===== src/rtl/mem_pkg.sv =====
// Shared definitions for the data-memory access unit.
// Holds the request op encodings, the FSM state type, lane geometry constants
// and the request legality/alignment helpers used by the accept logic.
package mem_pkg;

    localparam int unsigned BYTES_PER_WORD = 4;
    localparam int unsigned OFF_W          = $clog2(BYTES_PER_WORD);
    localparam int unsigned OP_W           = 4;

    // op[3] = store, op[2] = unsigned (loads only), op[1:0] = size
    localparam logic [OP_W-1:0] OP_LB  = 4'b0000;
    localparam logic [OP_W-1:0] OP_LH  = 4'b0001;
    localparam logic [OP_W-1:0] OP_LW  = 4'b0010;
    localparam logic [OP_W-1:0] OP_LBU = 4'b0100;
    localparam logic [OP_W-1:0] OP_LHU = 4'b0101;
    localparam logic [OP_W-1:0] OP_SB  = 4'b1000;
    localparam logic [OP_W-1:0] OP_SH  = 4'b1001;
    localparam logic [OP_W-1:0] OP_SW  = 4'b1010;

    typedef enum logic [1:0] {
        IDLE,
        ACCESS,
        WRITE,
        RESP
    } state_t;

    // True only for the eight defined encodings.
    function automatic logic op_legal(input logic [OP_W-1:0] op);
        logic ok;
        case (op)
            OP_LB, OP_LH, OP_LW, OP_LBU, OP_LHU, OP_SB, OP_SH, OP_SW: ok = 1'b1;
            default:                                                 ok = 1'b0;
        endcase
        return ok;
    endfunction

    // Halfwords need an even byte address, words a multiple of four.
    function automatic logic misaligned(input logic [1:0] size, input logic [OFF_W-1:0] off);
        return ((size == 2'b01) && off[0]) || ((size == 2'b10) && (off != '0));
    endfunction

endpackage


===== src/rtl/lane_align.sv =====
// Byte-lane steering between a 32-bit little-endian memory word and the core.
// Ports:
//   word          memory word currently addressed
//   offset        byte offset within the word (addr[1:0])
//   op            request op (size / signedness / store)
//   wdata         store data, sub-word values in the low bits
//   load_data_c   selected lane, sign- or zero-extended for loads
//   store_word_c  word with the addressed lane(s) replaced by store data
module lane_align
    import mem_pkg::*;
#(
    parameter int unsigned DATA_W = 32
) (
    input  logic [DATA_W-1:0] word,
    input  logic [OFF_W-1:0]  offset,
    input  logic [OP_W-1:0]   op,
    input  logic [DATA_W-1:0] wdata,
    output logic [DATA_W-1:0] load_data_c,
    output logic [DATA_W-1:0] store_word_c
);

    logic [7:0]  byte_sel;
    logic [15:0] half_sel;

    // Lane extraction and load extension.
    always_comb begin
        byte_sel    = word[{offset, 3'b000} +: 8];
        half_sel    = offset[1] ? word[31:16] : word[15:0];
        load_data_c = word;
        case (op)
            OP_LB:   load_data_c = {{24{byte_sel[7]}}, byte_sel};
            OP_LBU:  load_data_c = {24'h0, byte_sel};
            OP_LH:   load_data_c = {{16{half_sel[15]}}, half_sel};
            OP_LHU:  load_data_c = {16'h0, half_sel};
            default: load_data_c = word;
        endcase
    end

    // Read-modify-write merge for sub-word stores.
    always_comb begin
        store_word_c = wdata;
        case (op)
            OP_SB: begin
                store_word_c = word;
                store_word_c[{offset, 3'b000} +: 8] = wdata[7:0];
            end
            OP_SH:   store_word_c = offset[1] ? {wdata[15:0], word[15:0]}
                                              : {word[31:16], wdata[15:0]};
            default: store_word_c = wdata;
        endcase
    end

endmodule


===== src/rtl/mem_access_unit.sv =====
// Initiator for the word-addressed data memory. Accepts byte-addressed
// load/store requests, performs alignment/range/op checks, sub-word load
// extension and read-modify-write for byte/halfword stores.
// Ports:
//   clk, rst               clock, synchronous active-high reset
//   req_valid/req_ready    request handshake
//   req_op/addr/wdata      request payload
//   resp_valid             one-cycle completion pulse
//   resp_rdata/resp_err    completion data and error flag
//   mem_a/mem_wd/mem_we    memory address (word), write data, write enable
//   mem_rd                 combinational memory read data
module mem_access_unit
    import mem_pkg::*;
#(
    parameter int unsigned ADDR_W = 8,
    parameter int unsigned DATA_W = 32
) (
    input  logic              clk,
    input  logic              rst,
    input  logic              req_valid,
    output logic              req_ready,
    input  logic [OP_W-1:0]   req_op,
    input  logic [31:0]       req_addr,
    input  logic [DATA_W-1:0] req_wdata,
    output logic              resp_valid,
    output logic [DATA_W-1:0] resp_rdata,
    output logic              resp_err,
    output logic [31:0]       mem_a,
    output logic [DATA_W-1:0] mem_wd,
    output logic              mem_we,
    input  logic [DATA_W-1:0] mem_rd
);

    state_t            state;
    logic [OP_W-1:0]   op_q;
    logic [OFF_W-1:0]  off_q;
    logic [DATA_W-1:0] wdata_q;

    logic              req_bad_c;
    logic [DATA_W-1:0] load_data_c;
    logic [DATA_W-1:0] store_word_c;

    // Request rejected before any memory access is made.
    always_comb begin
        req_bad_c = !op_legal(req_op)
                 || misaligned(req_op[1:0], req_addr[OFF_W-1:0])
                 || (req_addr[31:ADDR_W+2] != '0);
    end

    lane_align #(
        .DATA_W (DATA_W)
    ) u_lane_align (
        .word         (mem_rd),
        .offset       (off_q),
        .op           (op_q),
        .wdata        (wdata_q),
        .load_data_c  (load_data_c),
        .store_word_c (store_word_c)
    );

    // Control FSM; every output is registered and set on entry to its state.
    always_ff @(posedge clk) begin
        if (rst) begin
            state      <= IDLE;
            req_ready  <= 1'b1;
            resp_valid <= 1'b0;
            resp_rdata <= '0;
            resp_err   <= 1'b0;
            mem_a      <= '0;
            mem_wd     <= '0;
            mem_we     <= 1'b0;
            op_q       <= '0;
            off_q      <= '0;
            wdata_q    <= '0;
        end else begin
            case (state)
                IDLE: begin
                    if (req_valid) begin
                        req_ready <= 1'b0;
                        op_q      <= req_op;
                        off_q     <= req_addr[OFF_W-1:0];
                        wdata_q   <= req_wdata;
                        if (req_bad_c) begin
                            state      <= RESP;
                            resp_valid <= 1'b1;
                            resp_err   <= 1'b1;
                            resp_rdata <= '0;
                        end else begin
                            state <= ACCESS;
                            mem_a <= 32'(req_addr[ADDR_W+1:2]);
                            // Full-word stores write during ACCESS itself.
                            if (req_op == OP_SW) begin
                                mem_wd <= req_wdata;
                                mem_we <= 1'b1;
                            end
                        end
                    end
                end
                ACCESS: begin
                    if (!op_q[3]) begin
                        state      <= RESP;
                        resp_valid <= 1'b1;
                        resp_err   <= 1'b0;
                        resp_rdata <= load_data_c;
                    end else if (op_q == OP_SW) begin
                        state      <= RESP;
                        mem_we     <= 1'b0;
                        resp_valid <= 1'b1;
                        resp_err   <= 1'b0;
                        resp_rdata <= '0;
                    end else begin
                        // Sub-word store: merge into the word just read.
                        state  <= WRITE;
                        mem_wd <= store_word_c;
                        mem_we <= 1'b1;
                    end
                end
                WRITE: begin
                    state      <= RESP;
                    mem_we     <= 1'b0;
                    resp_valid <= 1'b1;
                    resp_err   <= 1'b0;
                    resp_rdata <= '0;
                end
                RESP: begin
                    state      <= IDLE;
                    resp_valid <= 1'b0;
                    req_ready  <= 1'b1;
                end
                default: begin
                    state     <= IDLE;
                    req_ready <= 1'b1;
                    mem_we    <= 1'b0;
                end
            endcase
        end
    end

endmodule


===== config.mk =====
export PLATFORM = sky130hd
export DESIGN_NAME = mem_access_unit
export DESIGN_NICKNAME = d
export VERILOG_FILES = /design/src/rtl/mem_pkg.sv /design/src/rtl/lane_align.sv /design/src/rtl/mem_access_unit.sv
export SDC_FILE = /design/constraint.sdc
export NUM_CORES = 1
export LEC_CHECK = 0
export ABC_AREA = 1
export CAP_MARGIN = 20
export CORE_ASPECT_RATIO = 0.9
export CORE_UTILIZATION = 49
export DETAILED_ROUTE_END_ITERATION = 7
export PLACE_DENSITY = 0.81
export SKIP_LAST_GASP = 1
export SLEW_MARGIN = 15
export SYNTH_ARGS = -nofsm -noshare
export SYNTH_HDL_FRONTEND = slang
export SYNTH_SLANG_ARGS = --single-unit

===== constraint.sdc =====
create_clock -name clk -period 2.49 [get_ports clk]
set_clock_uncertainty 0.1 [all_clocks]
set_input_delay 0.6225 -clock clk [delete_from_list [all_inputs] [get_ports clk]]
set_output_delay 0.6225 -clock clk [all_outputs]
set_load 0.01 [all_outputs]

After elaboration in Yosys (flattened, before gate mapping)
Memories as Yosys holds them, arrays and structs flattened.
Index checks and enable logic that the tools add are counted.
{ "op_classes": {"addsub": 1, "n_mul": 0, "n_div": 0, "order_cmp": 0, "n_eq_ne": 19, "n_shift": 3, "n_mux": 37, "n_bitwise": 1, "reduce_logical": 20} }
{ "ops": {"columns": ["cell", "count"], "rows": [
  ["32-bit two-way mux", 10],
  ["32-bit one-hot mux with 2 select lines", 2],
  ["32-bit one-hot mux with 4 select lines", 1],
  ["32-bit one-hot mux with 3 select lines", 1],
  ["32-bit bitwise mux", 1],
  ["8-bit by 7-bit variable shift with 32-bit output (first input constant)", 1],
  ["32-bit by 6-bit indexed part select with 8-bit output", 1],
  ["8-bit by 7-bit indexed part select with 32-bit output", 1],
  ["22-bit nonzero test", 1],
  ["4-bit == test (second input constant)", 4],
  ["16-bit two-way mux", 1],
  ["1-bit two-way mux", 14],
  ["2-bit != test (second input constant)", 6],
  ["4-bit by 3-bit == test with 1-bit output (second input constant)", 2],
  ["2-bit one-hot mux with 4 select lines", 1],
  ["5-bit negation with 7-bit output", 1],
  ["2-bit == test (second input constant)", 3],
  ["1-bit one-hot mux with 3 select lines", 2],
  ["3-bit AND reduction", 2],
  ["6-bit AND reduction", 1],
  ["2-bit nonzero test", 3],
  ["5-bit AND reduction", 1],
  ["2-bit by 1-bit == test with 1-bit output (second input constant)", 2],
  ["4-bit by 1-bit == test with 1-bit output (second input constant)", 1],
  ["other kinds (13)", 18]
]} }
{ "word_totals": {"register_bits": 116, "latchBits": 0, "ram_bits": 0, "rom_bits": 16, "inputBits": 103, "out_inout_bits": 100, "elab_cells": 93, "n_memories": 1} }
{ "memory_table": {"columns": ["memory", "depth", "width", "rd", "rd_clocked_by_memory_dff", "write_ports", "line_no", "rtl"], "rows": [
  ["(name not given)", 16, 1, 1, 0, 0, "mem_pkg.sv:30", "case (op)"]
]} }

Depth between registers and ports, before layout
Gate-level depths: netlist (run 1).
{ "depth": {"word_depth": 8, "ltp_mapped": 15, "depth_no_buf": 12} }

By module
Synthesis (run 1) repeated with hierarchy kept, for this count alone.
{ "hier_totals": {"cells_unflattened": 1331, "area_unflattened_um2": 7724.9} }
{ "modules_own_cells": {"columns": ["mod", "n_inst", "cells_per_inst", "area_per_inst_um2", "seq_area_each_um2"], "rows": [
  ["mem_access_unit", 1, 824, 5366.4, 2322.2],
  ["lane_align", 1, 507, 2358.5, 0.0]
]} }

Worst setup path before layout (run 1)
OpenSTA, ideal clock, no wires.
{ "synth_timing": {"path_type": "register to register", "from": "reg off_q[1]", "to": "reg mem_wd[26]", "setup_time_ps": 64, "t_arrival_ps": 2128, "required_ps": 2326, "slack_ps": 198, "path_stages_with_launch": 15, "path_buffers": 3, "period_less_slack_ps": 2292, "path_cell_list": "dfxtp_1 buf_2 inv_2 buf_2 buf_2 ha_1 nor2_1 inv_1 o21ai_0 nand2_1 nand3_1 nand2_1 o21ai_0 nor2_1 nor2_1"} }
{ "synth_between": {"elab_chain_len": 7, "elab_cells_between_ends": 9, "cone_classes": "add/sub: 1; shift: 2; mux: 6"} }
{ "synth_lines": {"columns": ["item", "line_no", "rtl"], "rows": [
  ["start: declaration", "mem_access_unit.sv:36", "logic [OFF_W-1:0] off_q;"],
  ["start signal: assignment", "mem_access_unit.sv:81", "off_q <= req_addr[OFF_W-1:0];"],
  ["5-bit negation with 7-bit output", "lane_align.sv:45", "store_word_c[{offset, 3'b000} +: 8] = wdata[7:0];"],
  ["8-bit by 7-bit indexed part select with 32-bit output / 8-bit by 7-bit variable shift with 32-bit output (equally long branches)", "lane_align.sv:45", null],
  ["32-bit bitwise mux", "lane_align.sv:45", null],
  ["32-bit one-hot mux with 2 select lines *", "lane_align.sv:42", "case (op)"],
  ["32-bit two-way mux *", "mem_access_unit.sv:105", "end else if (op_q == OP_SW) begin"],
  ["32-bit two-way mux *", "mem_access_unit.sv:100", "if (!op_q[3]) begin"],
  ["32-bit one-hot mux with 2 select lines *", "mem_access_unit.sv:76", "case (state)"],
  ["end signal: assignment", "mem_access_unit.sv:93", "mem_wd <= req_wdata;"],
  ["end signal: assignment", "mem_access_unit.sv:114", "mem_wd <= store_word_c;"],
  ["end: declaration", "mem_access_unit.sv:29", "output logic [DATA_W-1:0] mem_wd,"]
]} }
Every way passes the cells marked *; elsewhere a longest branch is shown, timed or not. The select of a mux whose other input is x is not followed.
A chain may end at the register's enable or synchronous reset.

Worst setup path after layout (run 1)
{ "layout_timing": {"from": "reg off_q[1]", "to": "reg mem_wd[22]"} }
The elaborated chain is that of the path after synthesis.

==> results.sh, run 1 <==
export IMPL_min_path_type="flop to flop"
export IMPL_p_leak_uw=0.00451
export IMPL_area_growth_syn_to_layout_pct=34.6
export IMPL_mean_instance_size_in_the_synthesized_netlist_um2=6.12
export IMPL_first_global_vias=7923
export IMPL_final_max_slew_violation_count=0
export IMPL_crit_arrival_ns=2.56
export IMPL_cts_htree_levels=4
export IMPL_headroom_to_the_max_slew_limit_pct=63.5
export IMPL_clk_latency_ns=0.42
export IMPL_number_of_resized_instances_in_the_post_cts_repair_step=0
export IMPL_max_vdd_ir_drop_mv=0.629
export IMPL_drt_total_wl_mm=25.9
export IMPL_grt_pass1_wl_mm=41.1
export IMPL_routed_wire_length_per_instance_um=16.4
export IMPL_synth_top_area_share_pct=31.5
export IMPL_r2r_worst_path_cells=11
export IMPL_syn_instance_count=1204
export IMPL_grt_max_degree=54
export IMPL_combined_area_of_the_multi_input_logic_cells_um2=4060
export IMPL_core_area_um2=14700
export IMPL_cells_along_the_critical_path="inv_2, ha_1, nand2_1, buf_4, nor3_1, o21ai_1, nand4_1, nand2_1, clkinv_1, nor2_1, nor2_1"
export IMPL_cts_root_to_sink_buffers=2
export IMPL_ios=203
export IMPL_slowest_delay_ns=0.40
export IMPL_timing_critical_path_slowest_stage_cell="dfxtp_1"
export IMPL_final_instance_count_excl_fill=1580
export IMPL_synthesized_area_um2=7370
export IMPL_drt_first_iter_violations=938
export IMPL_worstMarginPinSlew_ns=0.545
export IMPL_track_usage_pct=33.5
export IMPL_postCtsSetupBuffers=0
export IMPL_fillers=1347
export IMPL_io_buffer_count=178
export IMPL_detailroute_via_count=8574
export IMPL_fraction_of_the_yosys_area_taken_by_sequential_cells_pct=31.5
export IMPL_antenna_cells=0
export IMPL_die_width_um=131
export IMPL_number_of_hold_violations_in_the_final_report=0
export IMPL_mostFrequentLayoutCell="nand2_1"
export IMPL_final_core_util_pct=67.4
export IMPL_cts_tree="yes"
export IMPL_detail_route_vias_per_cell=5.43
export IMPL_max_freq_mhz=434
export IMPL_setup_tns_final_ns=0
export IMPL_die_area_um2=15500
export IMPL_grt_overflow_total=0
export IMPL_rows=42
export IMPL_yosys_cell_types_count=34
export IMPL_setup_violations=0
export IMPL_cts_inserted_buffers=17
export IMPL_unrepaired_setup_endpoints_after_global_routing="false"
export IMPL_drc_violation_count_after_routing=0
export IMPL_path_class="flop to flop"
export IMPL_chipHeight_um=118
export IMPL_ant_nets=0
export IMPL_layout_drive_gt1_share_pct=7.67
export IMPL_1st_pass_router_iterations=6
export IMPL_post_synth_top_area_cell="dfxtp_1"
export IMPL_worstPathRequired_ns=2.75
export IMPL_post_cts_hold_buffer_count=0
export IMPL_start_kind="flop"
export IMPL_max_cap_violations=0
export IMPL_cts_root_buffer="clkbuf_16"
export IMPL_critPathCaptureType="flop"
export IMPL_yosys_register_bits=116
export IMPL_critPathMaxFanout=6
export IMPL_clock_sinks=116
export IMPL_clk_pin_slew_ns=0.05
export IMPL_ys_warn_count=0
export IMPL_dpl_hpwl_mm=19.2
export IMPL_final_cell_mix="nand2_1, nor2_1, clkdlybuf4s50_1"
export IMPL_dp_cells=1549
export IMPL_finalCritPeriodShare_pct=92.6
export IMPL_sequential_cell_area_um2=2320
export IMPL_min_period_ns=2.31
export IMPL_holdPathStages=2
export IMPL_gpl_final_weighted_congestion=0.977
export IMPL_grt_antenna_before_repair=0
export IMPL_p_per_area_nw_per_um2=1240
export IMPL_nets=1482
export IMPL_synth_top_cells_by_area="dfxtp_1, nand2_1, a21oi_1"
export IMPL_initial_utilization_pct=50.1
export IMPL_result_of_the_run="completed"
==> layout make-up <==
class	instances	share of cell area, %
timing repair buffer	218	21.4
clock buffer	22	4.78
multi-input combinational	870	40.9
sequential	116	23.4
inverter	147	5.56
tap	198	2.50
clock inverter	9	1.53
==> Yosys cell counts (all sizes together) <==
cell      n
conb      1
buf      59
o21ai   103
nand4    20
or2       7
a211oi    2
inv     145
nor2    184
dfxtp   116
clkinv    2
clkbuf   35
a31oi    11
nand2   262
o21bai   25
nand3    57
o211ai    9
ha        9
a21oi   150
nor3      7
==> worst max-delay path, delay by kind of cell, from the launching register on <==
family	cells	cell delay (ns)
adder cells (fa/ha/maj)	1	0.38
flip-flops	1	0.40
AND/OR/NAND/NOR	6	0.91
AO/OA/AOI/OAI	1	0.12
buffers and inverters	3	0.36
==> where the power goes <==
part           internal (uW)  total [uW]  leakage (uW)  switching (uW)
sequential              2510        2930      0.000955             420
combinational           2660        6790       0.00325            4130
clock                   1740        2620      0.000306             874
==> state kept, by name, summed over array words and instances, names as in the netlist <==
name        cells
req_ready       1
wdata_q        32
state           2
op_q            4
resp_err        1
mem_a           8
off_q           2
resp_valid      1
mem_wd         32
mem_we          1
resp_rdata     32
==> per-stage QoR <==
step	setup slack [ns]	hold WS [ns]	total power, uW	instance area [um2]
after CTS	0.286	0.346	12300	9920
after global placement	-0.0146	0.332	9490	9300
after detailed placement	-0.128	0.338	9600	9300
final	0.184	0.339	12300	9920
after floorplan	0.199	0.344	7200	7460
after global routing	0.0252	0.365	13200	9920
==> per-layer routing <==
metal / GRT usage (%) / part of all wire [%]
met5: 0 / 0
met4: 13.7 / 3.9
met3: 8.58 / 10
met2: 50.8 / 43
met1: 45.1 / 43
==> final timing paths <==
path | from | end | slack (ns)
worst max-delay path | off_q[1]$_SDFFE_PP0P_ | mem_wd[22]$_SDFFE_PP0P_ | 0.18
worst min-delay path | mem_a[2]$_SDFFE_PP0P_ | mem_a[2]$_SDFFE_PP0P_ | 0.34
worst max register to register | off_q[1]$_SDFFE_PP0P_ | mem_wd[22]$_SDFFE_PP0P_ | 0.18
worst min register to register | mem_a[2]$_SDFFE_PP0P_ | mem_a[2]$_SDFFE_PP0P_ | 0.34
==> kinds of logic after synthesis <==
family | count (synthesis) | synth area share, %
simple gates | 537 | 30.3
compound gates | 300 | 22.0
buf+inv | 241 | 14.6
flops | 116 | 31.5
fa+ha+maj | 9 | 1.53
other cells | 1 | 0.0509
Power figures use the tool's default switching activity.
==> run 2: changes to the inputs <==
CORE_MARGIN = 3   (was unset)
==> run 2 against run 1 <==
Hold slack gained 0.0027 ns. Power shrank 1.2%. Register-to-register slack gained 0.06 ns. Largest power group unchanged. Sequential cell count is the same. Fmax grew 2.8%. The flow now finishes with violations (DRC). Count of clock-buffer cells in the layout grew 2. Combinational power is essentially flat. Largest cell class unchanged. Global-route usage shrank 1.5 points. Final cell count shrank 0.19%.
==> results.sh, run 2 (synthesized netlist as in run 1, its figures left out) <==
export IMPL_result_of_the_run="finished with violations"
export IMPL_violations="DRC"
export IMPL_whs_ns=0.342
export IMPL_start_kind="flop"
export IMPL_final_max_slew_violation_count=0
export IMPL_setup_violations=0
export IMPL_chipHeight_um=122
export IMPL_ant_nets=0
export IMPL_die_width_um=135
export IMPL_crit_arrival_ns=2.49
export IMPL_cts_tree="yes"
export IMPL_drt_total_wl_mm=26.8
export IMPL_detail_route_vias_per_cell=5.40
export IMPL_path_class="flop to flop"
export IMPL_cts_root_to_sink_buffers=2
export IMPL_final_cell_mix="nand2_1, nor2_1, clkdlybuf4s50_1"
export IMPL_headroom_to_the_max_slew_limit_pct=53.5
export IMPL_max_freq_mhz=446
export IMPL_fillers=1312
export IMPL_dpl_hpwl_mm=19.9
export IMPL_layout_drive_gt1_share_pct=7.66
export IMPL_worstMarginPinSlew_ns=0.696
export IMPL_mostFrequentLayoutCell="nand2_1"
export IMPL_grt_overflow_total=0
export IMPL_max_vdd_ir_drop_mv=0.711
export IMPL_drc_violation_count_after_routing=2
export IMPL_ios=203
export IMPL_rows=41
export IMPL_slowest_delay_ns=0.45
export IMPL_io_buffer_count=178
export IMPL_grt_pass1_wl_mm=41.4
export IMPL_sequential_cell_area_um2=2320
export IMPL_finalCritPeriodShare_pct=90.1
export IMPL_postCtsSetupBuffers=0
export IMPL_grt_antenna_before_repair=0
export IMPL_1st_pass_router_iterations=8
export IMPL_combined_area_of_the_multi_input_logic_cells_um2=4060
export IMPL_nets=1483
export IMPL_timing_critical_path_slowest_stage_cell="o21ai_0"
export IMPL_p_leak_uw=0.00451
export IMPL_detailroute_via_count=8521
export IMPL_top_regs="mem_wd x32, resp_rdata x32, wdata_q x32"
export IMPL_worstPathRequired_ns=2.74
export IMPL_drt_first_iter_violations=916
export IMPL_p_per_area_nw_per_um2=1230
export IMPL_die_area_um2=16600
export IMPL_unrepaired_setup_endpoints_after_global_routing="false"
export IMPL_post_cts_hold_buffer_count=0
export IMPL_final_instance_count_excl_fill=1577
export IMPL_grt_max_degree=54
export IMPL_gpl_final_weighted_congestion=0.989
export IMPL_clk_latency_ns=0.43
export IMPL_critPathCaptureType="flop"
export IMPL_number_of_hold_violations_in_the_final_report=0
export IMPL_max_cap_violations=0
export IMPL_min_period_ns=2.24
export IMPL_cells_along_the_critical_path="inv_1, ha_1, o21ai_0, nand3_2, inv_4, nand2_1, a21oi_1"
export IMPL_first_global_vias=7836
export IMPL_clk_pin_slew_ns=0.05
export IMPL_area_growth_syn_to_layout_pct=34.7
export IMPL_min_path_type="flop to flop"
export IMPL_initial_utilization_pct=51.3
export IMPL_cts_inserted_buffers=17
export IMPL_antenna_cells=0
export IMPL_number_of_resized_instances_in_the_post_cts_repair_step=0
export IMPL_cts_htree_levels=4
export IMPL_dp_cells=1545
export IMPL_clock_sinks=116
export IMPL_cts_root_buffer="clkbuf_16"
export IMPL_routed_wire_length_per_instance_um=17.0
export IMPL_report_power_total_uw=12200
export IMPL_core_area_um2=14400
export IMPL_track_usage_pct=32.0
export IMPL_critPathMaxFanout=33
-- run 2: cell types whose count changed in the layout (fill, tap and decap cells not counted), sizes merged --
cell	change
bufinv	-2
buf	+1
clkbuf	+2
clkinvlp	+3
clkinv	-2
-- run 2: per-layer routing --
metal	wire length [um]	up-vias	global-route usage, %
li1	-	4156	-
met1	11500	3835	43.3
met2	11800	469	48.9
met3	2830	61	9.10
met4	713	0	11.8
met5	0	-	0
-- run 2: stage by stage --
| stage | setup WS (ns) | setup TNS (ns) | cell area, um2 | util (%) |
|---|---|---|---|---|
| 6_report | 0.247 | 0 | 9930 | 69.2 |
| 5_1_grt | 0.130 | 0 | 9930 | 69.2 |
| 4_1_cts | 0.125 | 0 | 9930 | 69.1 |
| 3_5_place_dp | -0.129 | -2.97 | 9350 | 65.1 |
| 3_3_place_gp | -0.0195 | -0.0716 | 9350 | 65.1 |
| 2_1_floorplan | 0.199 | 0 | 7460 | - |
-- run 2: final timing paths --
path / cells past startpoint / slack [ns] / endpoint / startpoint
worst min-delay path: 2 / 0.34 / mem_a[2]$_SDFFE_PP0P_ / mem_a[2]$_SDFFE_PP0P_
worst min register to register: 2 / 0.34 / mem_a[2]$_SDFFE_PP0P_ / mem_a[2]$_SDFFE_PP0P_
worst max-delay path: 7 / 0.25 / resp_err$_SDFFE_PP0P_ / state[0]$_SDFFE_PP0N_
worst max register to register: 7 / 0.25 / resp_err$_SDFFE_PP0P_ / state[0]$_SDFFE_PP0N_
-- run 2: area by class of cell --
class / instances / share of cell area (%)
clock buffer: 24 / 4.85
clock inverter: 8 / 1.01
inverter: 147 / 5.58
multi-input combinational: 870 / 40.8
sequential: 116 / 23.4
tap: 193 / 2.43
timing repair buffer: 219 / 21.9
-- run 2: where the power goes --
part | switching, uW | leakage [uW] | total, uW | internal (uW)
sequential | 418 | 0.000955 | 2930 | 2510
combinational | 4160 | 0.00328 | 6810 | 2650
clock | 890 | 0.000272 | 2440 | 1550
-- run 2: critical path, delay by kind of cell, from the launching register on --
kind                       cells  cell delay, ns
adders and majority gates      1            0.32
and+or+nand+nor                2            0.33
DFF                            1            0.40
AOI/OAI and AO/OA              2            0.62
buffers and inverters          2            0.40
